--- src/rtl/puf_ctrl_pkg.sv ---
// Shared types and constants for the PUF batch controller and its response serializer.
package puf_ctrl_pkg;

  localparam int CHAL_W     = 128;
  localparam int RESP_WORDS = 16;
  localparam int WORD_W     = 32;
  localparam int BUF_W      = RESP_WORDS * WORD_W;

  typedef enum logic [2:0] {
    ST_IDLE  = 3'd0,
    ST_FETCH = 3'd1,
    ST_ISSUE = 3'd2,
    ST_WAIT  = 3'd3,
    ST_DRAIN = 3'd4,
    ST_DONE  = 3'd5
  } state_t;

  // Word idx of the captured response buffer, word 0 in the least significant bits.
  function automatic logic [WORD_W-1:0] buf_word(input logic [BUF_W-1:0] buffer,
                                                 input logic [3:0]       idx);
    return buffer[{idx, 5'd0} +: WORD_W];
  endfunction

endpackage

--- src/rtl/resp_serializer.sv ---
// Holds the captured 512-bit response and streams it out as 16 words over a valid/ready link.
module resp_serializer
  import puf_ctrl_pkg::*;
(
  input  logic              clk,
  input  logic              rst,
  input  logic              load,
  input  logic [BUF_W-1:0]  resp_in,
  input  logic              resp_ready,
  output logic [WORD_W-1:0] resp_data,
  output logic              resp_valid,
  output logic              last_accept
);

  localparam logic [3:0] LAST_IDX = 4'(RESP_WORDS - 1);

  logic [BUF_W-1:0] resp_buf_r;
  logic [3:0]       word_idx_r;
  logic             accept_s;

  assign accept_s    = resp_valid && resp_ready;
  assign last_accept = accept_s && (word_idx_r == LAST_IDX);

  // Buffer capture and word advance; the next word is loaded only once the current one is taken.
  always_ff @(posedge clk) begin
    if (rst) begin
      resp_buf_r <= '0;
      word_idx_r <= 4'd0;
      resp_data  <= '0;
      resp_valid <= 1'b0;
    end else if (load) begin
      resp_buf_r <= resp_in;
      word_idx_r <= 4'd0;
      resp_data  <= resp_in[WORD_W-1:0];
      resp_valid <= 1'b1;
    end else if (accept_s) begin
      if (word_idx_r == LAST_IDX) begin
        resp_valid <= 1'b0;
      end else begin
        word_idx_r <= word_idx_r + 4'd1;
        resp_data  <= buf_word(resp_buf_r, word_idx_r + 4'd1);
      end
    end
  end

endmodule

--- src/rtl/puf_batch_controller.sv ---
// Batch sequencer for a serial PUF driver stage: fetches challenges, runs the driver with a
// timeout, and drains each 512-bit response as 16 stream words.
module puf_batch_controller
  import puf_ctrl_pkg::*;
#(
  parameter int TIMEOUT_CYCLES   = 4096,
  parameter int MIN_START_CYCLES = 8
) (
  input  logic                clk,
  input  logic                rst,
  input  logic                runStart,
  input  logic [15:0]         numChal,
  input  logic                chalValid,
  output logic                chalReady,
  input  logic [2*CHAL_W-1:0] chalData,
  output logic [CHAL_W-1:0]   challengeA,
  output logic [CHAL_W-1:0]   challengeB,
  output logic                exStart,
  input  logic                exDone,
  input  logic [CHAL_W-1:0]   respUp,
  input  logic [CHAL_W-1:0]   respUpNot,
  input  logic [CHAL_W-1:0]   respDown,
  input  logic [CHAL_W-1:0]   respDownNot,
  output logic [WORD_W-1:0]   respData,
  output logic                respValid,
  input  logic                respReady,
  output logic                runDone,
  output logic                errTimeout,
  output logic [15:0]         chalCount
);

  localparam int            TW         = $clog2(TIMEOUT_CYCLES + 1);
  localparam logic [TW-1:0] TMO_LAST   = TW'(TIMEOUT_CYCLES - 1);
  localparam logic [TW-1:0] START_LAST = TW'(MIN_START_CYCLES - 1);

  state_t        state_r;
  state_t        state_s;
  logic [15:0]   num_chal_r;
  logic [TW-1:0] tmo_cnt_r;
  logic [15:0]   count_next_s;
  logic          start_accept_s;
  logic          fetch_accept_s;
  logic          capture_s;
  logic          timeout_s;
  logic          last_accept_s;

  resp_serializer u_resp_serializer (
    .clk         (clk),
    .rst         (rst),
    .load        (capture_s),
    .resp_in     ({respDownNot, respDown, respUpNot, respUp}),
    .resp_ready  (respReady),
    .resp_data   (respData),
    .resp_valid  (respValid),
    .last_accept (last_accept_s)
  );

  // Next-state and strobe decode.
  always_comb begin
    state_s        = state_r;
    start_accept_s = 1'b0;
    fetch_accept_s = 1'b0;
    capture_s      = 1'b0;
    timeout_s      = 1'b0;
    count_next_s   = chalCount + 16'd1;
    case (state_r)
      ST_IDLE: begin
        if (runStart) begin
          start_accept_s = 1'b1;
          state_s        = (numChal == 16'd0) ? ST_DONE : ST_FETCH;
        end else begin
          state_s = ST_IDLE;
        end
      end
      ST_FETCH: begin
        if (chalValid && chalReady) begin
          fetch_accept_s = 1'b1;
          state_s        = ST_ISSUE;
        end else begin
          state_s = ST_FETCH;
        end
      end
      // A level left high by the previous execution must fall before we wait for completion.
      ST_ISSUE: begin
        if (tmo_cnt_r == TMO_LAST) begin
          timeout_s = 1'b1;
          state_s   = ST_DONE;
        end else if ((tmo_cnt_r >= START_LAST) && !exDone) begin
          state_s = ST_WAIT;
        end else begin
          state_s = ST_ISSUE;
        end
      end
      ST_WAIT: begin
        if (exDone) begin
          capture_s = 1'b1;
          state_s   = ST_DRAIN;
        end else if (tmo_cnt_r == TMO_LAST) begin
          timeout_s = 1'b1;
          state_s   = ST_DONE;
        end else begin
          state_s = ST_WAIT;
        end
      end
      ST_DRAIN: begin
        if (last_accept_s) begin
          state_s = (count_next_s == num_chal_r) ? ST_DONE : ST_FETCH;
        end else begin
          state_s = ST_DRAIN;
        end
      end
      ST_DONE: begin
        state_s = ST_IDLE;
      end
      default: begin
        state_s = ST_IDLE;
      end
    endcase
  end

  // State register, registered handshake outputs, batch bookkeeping and timeout counter.
  always_ff @(posedge clk) begin
    if (rst) begin
      state_r    <= ST_IDLE;
      num_chal_r <= 16'd0;
      tmo_cnt_r  <= '0;
      chalReady  <= 1'b0;
      exStart    <= 1'b0;
      runDone    <= 1'b0;
      errTimeout <= 1'b0;
      chalCount  <= 16'd0;
      challengeA <= '0;
      challengeB <= '0;
    end else begin
      state_r   <= state_s;
      chalReady <= (state_s == ST_FETCH);
      exStart   <= (state_s == ST_ISSUE);
      runDone   <= (state_r == ST_DONE);
      if (start_accept_s) begin
        num_chal_r <= numChal;
        chalCount  <= 16'd0;
        errTimeout <= 1'b0;
      end else begin
        if (timeout_s) begin
          errTimeout <= 1'b1;
        end
        if (last_accept_s) begin
          chalCount <= count_next_s;
        end
      end
      if (fetch_accept_s) begin
        challengeA <= chalData[CHAL_W-1:0];
        challengeB <= chalData[2*CHAL_W-1:CHAL_W];
        tmo_cnt_r  <= '0;
      end else if ((state_r == ST_ISSUE) || (state_r == ST_WAIT)) begin
        tmo_cnt_r <= tmo_cnt_r + TW'(1);
      end
    end
  end

endmodule

--- config.mk ---
export PLATFORM = sky130hd
export DESIGN_NAME = puf_batch_controller
export DESIGN_NICKNAME = d
export VERILOG_FILES = /design/src/rtl/puf_ctrl_pkg.sv /design/src/rtl/resp_serializer.sv /design/src/rtl/puf_batch_controller.sv
export SDC_FILE = /design/constraint.sdc
export NUM_CORES = 2
export LEC_CHECK = 0
export BUFFER_PORTS_ARGS = -buffer_cell sky130_fd_sc_hd__buf_2
export CORE_AREA = 4 4 432 434
export DETAILED_ROUTE_END_ITERATION = 6
export DIE_AREA = 0 0 436 438
export SLEW_MARGIN = 20
export SYNTH_ARGS = -nofsm -noshare
export SYNTH_HDL_FRONTEND = slang
export SYNTH_SLANG_ARGS = --single-unit
--- constraint.sdc ---
create_clock -name clk -period 3.4 [get_ports clk]
set_input_delay 0.34 -clock clk [delete_from_list [all_inputs] [get_ports clk]]
set_output_delay 0.34 -clock clk [all_outputs]
set_load 0.01 [all_outputs]
Word-level counts from Yosys, hierarchy flattened

Index checks and enable logic that the tools add are counted.

Magnitude comparators: 1
Bitwise operators: 1
Reductions and logical operators: 16
Add/subtract/negate cells: 3
Shift-type cells: 1
Equality and inequality tests: 11
Muxes and demuxes: 25

Operators with widths:

| kind                                                               | number |
|---|---|
| indexed part select 512 x 10 -> 32 bit                             | 1 |
| 2-to-1 mux 32 bit                                                  | 3 |
| 2-to-1 mux 3 bit                                                   | 7 |
| adder 16 x 1 -> 16 bit, second input constant                      | 1 |
| equality test 16 bit                                               | 1 |
| zero test 16 bit                                                   | 1 |
| one-hot mux 3 bit (5 select lines)                                 | 1 |
| adder 13 x 1 -> 13 bit, second input constant                      | 1 |
| equality test 13 x 12 -> 1 bit, second input constant              | 1 |
| greater-or-equal comparator 13 x 3 -> 1 bit, second input constant | 1 |
| 2-to-1 mux 1 bit                                                   | 12 |
| equality test 3 x 2 -> 1 bit, second input constant                | 3 |
| equality test 3 x 1 -> 1 bit, second input constant                | 2 |
| equality test 3 bit, second input constant                         | 2 |
| AND reduction 2 bit                                                | 3 |
| OR reduction 2 bit                                                 | 3 |
| adder 4 x 1 -> 4 bit, second input constant                        | 1 |
| equality test 4 bit, second input constant                         | 1 |
| logical AND 1 bit                                                  | 4 |
| nonzero test 2 bit                                                 | 2 |
| zero test 3 bit                                                    | 1 |
| 2-to-1 mux 2 bit                                                   | 1 |
| inequality test 2 bit, second input constant                       | 1 |
| one-hot mux 1 bit (2 select lines)                                 | 1 |
| 3 further kinds                                                    | 3 |

Register bits: 857
Bits of input ports: 790

Longest topological paths before layout

Depth in word-level cells: 6
Depth in mapped cells: 9

By module

Synthesis repeated with hierarchy kept, for this count alone.

Cells, all modules: 3612
Area, all modules: 34853.4 um2

Modules (own cells, without submodules):

| module               | times used | cells each | seq. area each (um2) | area each (um2) |
|---|---|---|---|---|
| resp_serializer      | 1          | 2161       | 10990.5              | 23431.2 |
| puf_batch_controller | 1          | 1451       | 6165.9               | 11422.2 |

Least setup slack after synthesis

OpenSTA, ideal clock, no wires.

Kind: register -> register
From: register u_resp_serializer.word_idx_r[0]
To: register u_resp_serializer.resp_data[23]
Setup slack: 1061 ps
Period minus slack after synthesis: 2339 ps
Buffers on the path: 2
Cell stages (with the launch flop): 9
Setup time: 132 ps
Arrival: 2207 ps
Cells stage by stage: dfxtp_1 -> ha_1 -> buf_4 -> buf_2 -> mux4_2 -> a211oi_1 -> a211oi_1 -> a211oi_1 -> nor3_1

Word-level cells in the longest chain between the ends: 5

RTL lines:

| element                                | line                  | text |
|---|---|---|
| start, declared                        | resp_serializer.sv:18 | `logic [3:0] word_idx_r;` |
| start signal, assigned                 | resp_serializer.sv:40 | `word_idx_r <= word_idx_r + 4'd1;` |
| adder 4 x 1 -> 4 bit                   | resp_serializer.sv:41 | `resp_data <= buf_word(resp_buf_r, word_idx_r + 4'd1);` |
| indexed part select 512 x 10 -> 32 bit | puf_ctrl_pkg.sv:21    | `return buffer[{idx, 5'd0} +: WORD_W];` |
| 2-to-1 mux 32 bit                      | resp_serializer.sv:37 | `if (word_idx_r == LAST_IDX) begin` |
| 2-to-1 mux 32 bit                      | resp_serializer.sv:36 | `end else if (accept_s) begin` |
| 2-to-1 mux 32 bit                      | resp_serializer.sv:31 | `end else if (load) begin` |
| end signal, assigned                   | resp_serializer.sv:34 | `resp_data <= resp_in[WORD_W-1:0];` |
| end signal, assigned                   | resp_serializer.sv:41 |  |
| end, declared                          | resp_serializer.sv:10 | `output logic [WORD_W-1:0] resp_data,` |

Several ways; a longest one is shown, not always the timed one. The select of a mux whose other input is x is not followed.
A chain may end at the register's enable or synchronous reset.

Worst setup path in the final report

From: register u_resp_serializer.word_idx_r[0]
To: register u_resp_serializer.resp_data[22]

The elaborated chain is that of the path after synthesis.

==> results.toml <==
[final_layout]
area_growth_pct = 56.2
nets = 6664
drive_gt1_share_pct = 25.6
finalCoreUtilization_pct = 29.5

[floorplan]
initial_utilization_pct = 18.9
num_rows = 157
die_h_um = 438
coreArea_mm2 = 0.183
die_width_um = 436
pin_count = 1099
dieArea_mm2 = 0.191

[timing]
fin_crit_ns = 3.06
hold_violations = 0
final-setup-viol-count = 0
period_share_pct = 90.0
slew_viol_final = 0
holdWs_ns = 0.0540
relSlewSlack_pct = 42.1
finalWorstSetupSlack_ns = 0.339
worst_slew_pin_slew_ns = 0.866
setup-tns-final_ns = 0
skew_ns = 0.0886
fmax_ghz = 0.327
grt_setup_unrepaired = "no"

[clocking]
clkSlewWorstSetupHoldPaths_ns = 0.06
cts_sinks = 857
root_buffer = "clkbuf_16"
clk_latency_ns = 0.76
cts_resized = 0
htreeDepth = 3
clock_path_buffers = 3
numCtsBuffers = 100
cts_tree = "built"

[logic_synthesis]
avgSynthCellArea_um2 = 8.31
synth_seq_area_share_pct = 49.8
synthCells = 4149
synthArstFlopShare_pct = 0
syn_nets = 4942
synth_area_mm2 = 0.0345
synth_edf_count = 0
yosysUniqueCellTypes = 54
yosys.area.top_type_share_pct = 49.8
synth_area_leaders = "dfxtp_1, nand2_1, a21oi_1"
yosysWarnings = 0
synth_seq_cells = 857
ys.flop_type = "dfxtp_1"
yosysTopAreaCell = "dfxtp_1"

[routing]
wl_per_cell_um = 23.2
num_vias = 38200
ant_nets = 0
wirelength_um = 194000
vias_per_cell = 4.57
drt_iter0_markers = 3262
drc = 0
first_pass_iters = 6

[worst_setup_path]
critPathLaunchType = "flip-flop"
cp.arrival_ns = 3.69
critPathSlowestCell = "ha_4"
crit_family = "buffers and inverters"
critical_path_buf_inv_count = 3
max_stage_delay_ns = 0.56
critPathRequiredTime_ns = 4.03
crit_type = "flip-flop to flip-flop"
cpMostUsedCell = "a211oi_1"
path_max_fanout = 19
crit_path_end_kind = "flip-flop"
path_cells = "ha_4 -> buf_12 -> buf_4 -> mux4_2 -> nor2b_1 -> a211oi_1 -> buf_4 -> a211oi_1 -> a211oi_1 -> nor3_1"

[grt]
grt_max_degree = 178
grt_pass1_wl_um = 270000
globalRouteOverflowTotal = 0
grt_pass1_vias = 37700
grt.total_usage_pct = 19.3
antenna_found_initial = 37

[placement]
portBuffers = 1098
hpwl_um = 147000
dpl_worst_slack_ns = 0.306
place_congestion = 0.987

[min_path]
holdCritPathClass = "primary input to flip-flop"

[status]
status = "finished clean"

[power_and_ir_drop]
ir_drop_uv = 376
p_leak_nw = 20.4
pwr_density_cell_mw_per_mm2 = 443
power_mw = 23.9

[job]
maxCapViolations = 0
## worst register-to-register path: cells and delay by family (launching register included)
kind | cells | cell delay (ns)
AND/OR/NAND/NOR | 2 | 0.23
AO/OA/AOI/OAI | 3 | 0.55
buffers and inverters | 3 | 0.64
multiplexers | 1 | 0.53
adder cells (fa/ha/maj) | 1 | 0.57
flip-flops | 1 | 0.42
## cell families (layout without fill, tap and decap cells)
| logic type | Yosys count | count (layout) | share of synthesized area (%) |
|---|---|---|---|
| flops | 857 | 857 | 49.8 |
| other cells | 0 | 24 | 0 |
| xor+xnor | 49 | 49 | 1.25 |
| buf+inv | 342 | 2145 | 4.39 |
| fa+ha+maj | 3 | 3 | 0.109 |
| compound gates | 914 | 914 | 14.1 |
| simple gates | 1821 | 1821 | 20.9 |
| mux | 163 | 163 | 9.38 |
## synthesized netlist by cell type, types with 26 or more instances
cell type  number
nand2_1      1598
dfxtp_1       857
a21oi_1       794
clkbuf_1      240
mux4_2        128
a211oi_1       96
nor2_1         74
buf_2          71
nor3_1         44
mux2i_1        35
nor2b_1        34
xnor2_1        26
## state kept, by name, summed over array words and instances, names as in the netlist
name / flops
u_resp_serializer.resp_buf_r: 512
challengeA: 128
challengeB: 128
u_resp_serializer.resp_data: 32
chalCount: 16
num_chal_r: 16
tmo_cnt_r: 13
u_resp_serializer.word_idx_r: 4
state_r: 3
chalReady: 1
errTimeout: 1
exStart: 1
runDone: 1
u_resp_serializer.resp_valid: 1
## metal layers
metal  up-vias  share of wire [%]  GRT usage [%]
li1      17400                  -              -
met2      1861                 48           32.8
met3       628                6.7           3.85
met1     18300                 36           20.9
met5         -              0.042              0
met4        12                9.5           15.6
## stage by stage
stage	cells	area, um^2
after floorplan	4149	34500
after global placement	7396	42700
after detailed placement	7396	42700
after CTS	8337	53800
after global routing	8349	53800
final	8361	53800
## power breakdown
group / total, mW / leakage, nW / switching (mW) / internal (mW)
clock network: 11.5 / 1.69 / 4.83 / 6.67
registers: 10.2 / 6.91 / 0.0818 / 10.2
logic: 2.12 / 11.8 / 1.01 / 1.11
## area by class of cell
class                           count  area [um^2]
Inverter                            4         15.0
Timing Repair Buffer             1958        14200
Fill cell                       19100       129000
Sequential cell                   857        17200
Clock buffer                      125         2720
Antenna cell                       24         60.1
Tap cell                         2385         2980
Clock inverter                     58          788
Multi-Input combinational cell   2950        15900
## worst paths after layout
path,slack (ns),depth (start not counted),from,endpoint
worst max register to register,0.34,10,u_resp_serializer.word_idx_r[0]$_SDFFE_PP0P_,u_resp_serializer.resp_data[22]$_SDFFE_PP0P_
worst min register to register,0.45,2,u_resp_serializer.resp_buf_r[20]$_SDFFE_PP0P_,u_resp_serializer.resp_buf_r[20]$_SDFFE_PP0P_
worst min-delay path,0.05,3,respDownNot[9],u_resp_serializer.resp_buf_r[393]$_SDFFE_PP0P_
worst max-delay path,0.34,10,u_resp_serializer.word_idx_r[0]$_SDFFE_PP0P_,u_resp_serializer.resp_data[22]$_SDFFE_PP0P_
## layout by cell type, fill, tap and decap left out, types with 5 or more instances in the layout
master,n
nand2_1,1597
nor2b_1,34
diode_2,24
a211oi_1,92
clkbuf_8,12
buf_4,74
o21ai_0,6
dlygate4sd3_1,758
clkbuf_1,13
or3_1,5
xor2_1,21
dfxtp_1,856
inv_6,7
clkinv_2,16
bufinv_16,12
mux2i_1,35
nand3_1,19
clkinvlp_4,11
nand4_1,9
nor4_1,8
clkbuf_16,100
buf_12,28
a21oi_1,794
nor2_1,73
xnor2_1,26
nor3_1,43
buf_2,1097
mux4_2,128
## repair_timing
| action | in CTS | in global routing |
|---|---|---|
| hold buffers | 758 | 0 |
| endpoints found under the hold margin | 791 | 0 |
| buffers inserted | 0 | 0 |
Note: power is estimated with default switching activity, not from simulation.
